<file path="src/rtl/alu_arb_pkg.sv">
// Shared types and constants for the ALU arbiter slice: controller state
// encoding, the ALU opcode values and the supported requester count.
package alu_arb_pkg;

    localparam int MAX_REQ = 4;

    localparam logic [3:0] OP_ADD = 4'b0000;
    localparam logic [3:0] OP_SUB = 4'b0001;
    localparam logic [3:0] OP_AND = 4'b0010;
    localparam logic [3:0] OP_SLL = 4'b0101;
    localparam logic [3:0] OP_SLT = 4'b1000;

    typedef enum logic [1:0] {
        IDLE = 2'd0,
        EXEC = 2'd1,
        RESP = 2'd2
    } state_t;

endpackage

</file>
<file path="src/rtl/alu_arbiter_rr.sv">
// rr_arbiter: combinational round-robin pick. Scans req_valid starting at
// rr_ptr and wrapping modulo NUM_REQ; returns a one-hot grant and an any flag.
module rr_arbiter #(
    parameter int NUM_REQ = 2
) (
    input  logic [NUM_REQ-1:0] req_valid,
    input  logic [1:0]         rr_ptr,
    output logic [NUM_REQ-1:0] grant,
    output logic               any
);

    // First valid requester at or after rr_ptr wins.
    always_comb begin
        // NOTE: every output gets a default before the loops so no path can infer a latch.
        grant = '0;
        any   = 1'b0;
        for (int k = 0; k < NUM_REQ; k++) begin
            for (int i = 0; i < NUM_REQ; i++) begin
                if (!any && req_valid[i] && (i == (int'(rr_ptr) + k) % NUM_REQ)) begin
                    grant[i] = 1'b1;
                    any      = 1'b1;
                end
            end
        end
    end

endmodule

</file>
<file path="src/rtl/alu_arbiter.sv">
// alu_arbiter: shares one ALU between NUM_REQ (2..4) requesters.
// Three-state controller (IDLE -> EXEC -> RESP) with round-robin fairness;
// ALU operands/opcode and the response are all registered.
// Optional feature macro: ALU_ARB_PERF_EN adds grant and stall counters.
module alu_arbiter
    import alu_arb_pkg::*;
#(
    parameter int NUM_REQ = 2,
    parameter int DATA_W  = 32
) (
    input  logic                        clk,
    input  logic                        rst,
    input  logic [NUM_REQ-1:0]          req_valid,
    output logic [NUM_REQ-1:0]          req_ready,
    input  logic [NUM_REQ*DATA_W-1:0]   req_a,
    input  logic [NUM_REQ*DATA_W-1:0]   req_b,
    input  logic [NUM_REQ*4-1:0]        req_op,
    output logic [NUM_REQ-1:0]          rsp_valid,
    input  logic [NUM_REQ-1:0]          rsp_ready,
    output logic [DATA_W-1:0]           rsp_result,
    output logic                        rsp_zero,
    output logic [DATA_W-1:0]           alu_a,
    output logic [DATA_W-1:0]           alu_b,
    output logic [3:0]                  alu_control,
    input  logic [DATA_W-1:0]           alu_result,
    input  logic                        alu_zero
`ifdef ALU_ARB_PERF_EN
    ,
    output logic [NUM_REQ*32-1:0]       perf_grant_cnt,
    output logic [31:0]                 perf_stall_cnt
`endif
);

    localparam logic [1:0] LAST_REQ = 2'(NUM_REQ - 1);

    state_t               state;
    logic [1:0]           owner;
    logic [1:0]           rr_ptr;
    logic [NUM_REQ-1:0]   grant;
    logic                 any;
    logic [1:0]           grant_idx;
    logic [DATA_W-1:0]    sel_a;
    logic [DATA_W-1:0]    sel_b;
    logic [3:0]           sel_op;
    logic                 rsp_ack;

    rr_arbiter #(
        .NUM_REQ (NUM_REQ)
    ) u_rr (
        .req_valid (req_valid),
        .rr_ptr    (rr_ptr),
        .grant     (grant),
        .any       (any)
    );

    // The grant is only offered while the controller is waiting for work.
    assign req_ready = (state == IDLE) ? grant : '0;

    // rsp_valid is one-hot on the owner, so any overlap is the owner's accept.
    assign rsp_ack = |(rsp_valid & rsp_ready);

    // Select the granted requester's operands, opcode and index.
    always_comb begin
        sel_a     = '0;
        sel_b     = '0;
        sel_op    = '0;
        grant_idx = '0;
        for (int i = 0; i < NUM_REQ; i++) begin
            if (grant[i]) begin
                sel_a     = req_a[i*DATA_W +: DATA_W];
                sel_b     = req_b[i*DATA_W +: DATA_W];
                sel_op    = req_op[i*4 +: 4];
                grant_idx = 2'(i);
            end
        end
    end

    // Controller: accept one operation, let the ALU settle, hold the response.
    always_ff @(posedge clk) begin
        if (rst) begin
            state       <= IDLE;
            owner       <= '0;
            rr_ptr      <= '0;
            rsp_valid   <= '0;
            rsp_result  <= '0;
            rsp_zero    <= 1'b0;
            alu_a       <= '0;
            alu_b       <= '0;
            alu_control <= '0;
        end else begin
            // NOTE: non-blocking assignments so every register samples pre-edge values.
            case (state)
                IDLE: begin
                    if (any) begin
                        alu_a       <= sel_a;
                        alu_b       <= sel_b;
                        alu_control <= sel_op;
                        owner       <= grant_idx;
                        state       <= EXEC;
                    end
                end
                EXEC: begin
                    rsp_result <= alu_result;
                    rsp_zero   <= alu_zero;
                    for (int i = 0; i < NUM_REQ; i++) begin
                        rsp_valid[i] <= (owner == 2'(i));
                    end
                    state <= RESP;
                end
                RESP: begin
                    if (rsp_ack) begin
                        rsp_valid <= '0;
                        rr_ptr    <= (owner == LAST_REQ) ? 2'd0 : owner + 2'd1;
                        state     <= IDLE;
                    end
                end
                default: state <= IDLE;
            endcase
        end
    end

`ifdef ALU_ARB_PERF_EN
    // Per-requester grant counts and cycles where work waited without a grant.
    always_ff @(posedge clk) begin
        if (rst) begin
            perf_grant_cnt <= '0;
            perf_stall_cnt <= '0;
        end else begin
            for (int i = 0; i < NUM_REQ; i++) begin
                if (req_ready[i]) begin
                    perf_grant_cnt[i*32 +: 32] <= perf_grant_cnt[i*32 +: 32] + 32'd1;
                end
            end
            if ((|req_valid) && !(|req_ready)) begin
                perf_stall_cnt <= perf_stall_cnt + 32'd1;
            end
        end
    end
`endif

endmodule
</file>
<file path="config.mk">
export PLATFORM = sky130hd
export DESIGN_NAME = alu_arbiter
export DESIGN_NICKNAME = d
export VERILOG_FILES = /design/src/rtl/alu_arb_pkg.sv /design/src/rtl/alu_arbiter_rr.sv /design/src/rtl/alu_arbiter.sv
export SDC_FILE = /design/constraint.sdc
export NUM_CORES = 1
export LEC_CHECK = 0
export ABC_AREA = 1
export CELL_PAD_IN_SITES_DETAIL_PLACEMENT = 1
export CELL_PAD_IN_SITES_GLOBAL_PLACEMENT = 1
export CORE_MARGIN = 1
export CORE_UTILIZATION = 27
export CTS_CLUSTER_SIZE = 40
export DETAILED_ROUTE_END_ITERATION = 12
export GPL_TIMING_DRIVEN = 0
export MAX_ROUTING_LAYER = met4
export PLACE_DENSITY = 0.89
export SLEW_MARGIN = 0
export SYNTH_ARGS = -nofsm -noshare
export SYNTH_HDL_FRONTEND = slang
export SYNTH_SLANG_ARGS = --single-unit
</file>
<file path="constraint.sdc">
create_clock -name clk -period 3 [get_ports clk]
set_clock_uncertainty 0.15 [all_clocks]
set_input_delay 0.45 -clock clk [delete_from_list [all_inputs] [get_ports clk]]
set_output_delay 0.45 -clock clk [all_outputs]
set_load 0.02 [all_outputs]
</file>
==> flow_summary.json <==
{
  "clk_pin_slew_ns": 0.08,
  "internal-power_mw": 2.85,
  "finalCriticalPeriod_ns": 2.85,
  "rows": 48,
  "wirelength_um": 21100,
  "synth.distinct_cells": 18,
  "arrival_ns": 2.25,
  "grtUsageTotal": 0.235,
  "p_sw_mw": 1.35,
  "post_cts_buffers": 0,
  "seq_power_share": 0.391,
  "wire_per_inst_um": 17.1,
  "cap_violations": 0,
  "start_util": 0.277,
  "cts_resized": 0,
  "grt_max_degree": 18,
  "clkPwrFrac": 0.306,
  "seq_area_frac_synth": 0.446,
  "setup_violations": 0,
  "syn_area_per_cell_um2": 6.76,
  "drive_gt1_frac": 0.0528,
  "grt_pass1_wl_um": 32000,
  "gr-total-overflow": 0,
  "dpl_cell_area_mm2": 0.00786,
  "status": "complete, no violations",
  "switching_share": 0.321,
  "required_ns": 2.40,
  "first_iter_violations": 227,
  "cts_tree": "built",
  "clock_path_buffers": 2,
  "period_share": 0.951,
  "worstReg2RegStart": "state[0]",
  "portBuffers": 278,
  "ir_worst_vdd_uv": 280,
  "fmax_mhz": 351,
  "cp-end-kind": "output port",
  "yosysTopAreaCell": "dfxtp_1",
  "crit_path_max_fanout": 10,
  "tightest_slew_ns": 0.577,
  "hold_violations": 0,
  "comb_power_share": 0.303,
  "synthCells": 710,
  "antenna_found_initial": 1,
  "dp_hpwl_um": 15900,
  "syn_area_mm2": 0.00480,
  "synth_area_leaders": "dfxtp_1 (45%), nand2_1 (22%), nand4_1 (8.9%)",
  "syn_to_final_growth_pct": 70.5,
  "timing.slew.headroom": 0.615,
  "ctsHtreeMaxLevel": 3,
  "worstSetupStartpointType": "flip-flop",
  "rsz0062_at_grt": "no",
  "io_pins": 280,
  "hold_path.class": "flip-flop to flip-flop",
  "dieWidth_um": 135,
  "die_y_um": 135,
  "cts_sinks": 107,
  "dieArea_mm2": 0.0183,
  "vias": 5868,
  "synth_nets": 885,
  "firstDrtPassIters": 4,
  "synth_seq_cells": 107,
  "nNetsFinal": 1174,
  "cts-buffers-inserted": 9,
  "final_area_mm2": 0.00818,
  "ant_nets": 0,
  "gp_congestion": 0.835,
  "tns_ns": 0,
  "power_mw": 4.20,
  "drc_errors": 0,
  "worstHoldStart": "rsp_zero",
  "clock_latency_ns": 0.36,
  "synth_top_area_frac": 0.446,
  "design.core.area_mm2": 0.0174,
  "grt_pass1_vias": 5981,
  "path_class": "flip-flop to output port",
  "ctsRootBufferMaster": "clkbuf_16",
  "routed_via_density": 4.77,
  "finalMaxSlewViolations": 0,
  "power_leakage_nw": 3.60,
  "ctsHoldBuffers": 0,
  "ys.warnings.count": 0,
  "cp-startpoint": "state[0]",
  "powerDensity_mw_per_mm2": 513
}
[path summary, 6_finish.rpt]
check                      end  slack, ns  cells past startpoint
hold reg to reg       rsp_zero       0.33                      2
hold / removal        rsp_zero       0.33                      2
setup / recovery  req_ready[1]       0.15                      5
setup reg to reg     alu_b[21]       1.19                      7
[power groups by stage]
stage / logic (mW) / registers (mW) / clock network, mW
after detailed placement: 1.28 / 1.67 / 0
after global routing: 1.38 / 1.66 / 1.36
final: 1.27 / 1.64 / 1.28
after CTS: 1.29 / 1.64 / 1.31
after global placement: 1.25 / 1.66 / 0
after floorplan: 0.423 / 1.83 / 0
[synthesized netlist by cell type, drive strengths merged]
master  number
a21oi        6
and3         1
buf         32
clkbuf      28
clkinv       1
dfxtp      107
inv          7
nand2      284
nand3       71
nand4       68
nor2        72
o21ai       33
[per-layer routing]
| metal | vias up | track usage | part of all wire |
|---|---|---|---|
| li1 | 2911 | - | - |
| met1 | 2734 | 0.273 | 0.42 |
| met2 | 183 | 0.394 | 0.49 |
| met3 | 40 | 0.0445 | 0.056 |
| met4 | 0 | 0.0999 | 0.032 |
| met5 | - | - | 0 |
[layout make-up]
type	count	area, um^2
fill	2216	9170
timing repair buffer	278	2780
multi-input combinational	535	2340
sequential	107	2140
buffer	60	287
tap	225	282
clock buffer	11	253
clock inverter	5	60.1
inverter	8	30.0
antenna	1	2.50
[per-stage QoR]
step | utilization | setup slack [ns] | instances | hold WS (ns)
6_report | 0.471 | 0.147 | 1230 | 0.334
5_1_grt | 0.471 | 0.0337 | 1230 | 0.364
4_1_cts | 0.471 | 0.0528 | 1229 | 0.336
3_5_place_dp | 0.453 | 0.0547 | 1213 | 0.326
3_3_place_gp | 0.453 | 0.0324 | 1213 | 0.312
2_1_floorplan | - | 1.31 | 710 | 0.297
[layout by cell type (no fill, tap or decap), drive strengths merged]
| cell type | count |
|---|---|
| nor2 | 72 |
| o21ai | 33 |
| diode | 1 |
| inv | 8 |
| a21oi | 6 |
| and3 | 1 |
| dfxtp | 107 |
| clkinvlp | 1 |
| nand4 | 68 |
| bufinv | 1 |
| clkbuf | 39 |
| clkinv | 3 |
| nand2 | 284 |
| nand3 | 71 |
| buf | 32 |
| clkdlybuf4s50 | 278 |
[registers in the layout (all words and copies together), names as in the netlist]
| name | flops |
|---|---|
| alu_a | 32 |
| alu_b | 32 |
| alu_control | 4 |
| owner | 1 |
| rr_ptr | 1 |
| rsp_result | 32 |
| rsp_valid | 2 |
| rsp_zero | 1 |
| state | 2 |
[cell families (layout without fill, tap and decap cells)]
group	Yosys count	in the layout	synth area share
simple gates	496	496	0.447
flops	107	107	0.446
buf+inv	68	362	0.0657
compound gates	39	39	0.0414
other cells	0	1	0
[critical path, stage by stage, from the launching register on]
cell,delay [ns]
dfxtp_1,0.37
nor2_4,0.27
buf_2,0.34
nand3_1,0.19
inv_1,0.09
clkdlybuf4s50_1,0.64
Note: power is estimated with default switching activity, not from simulation.
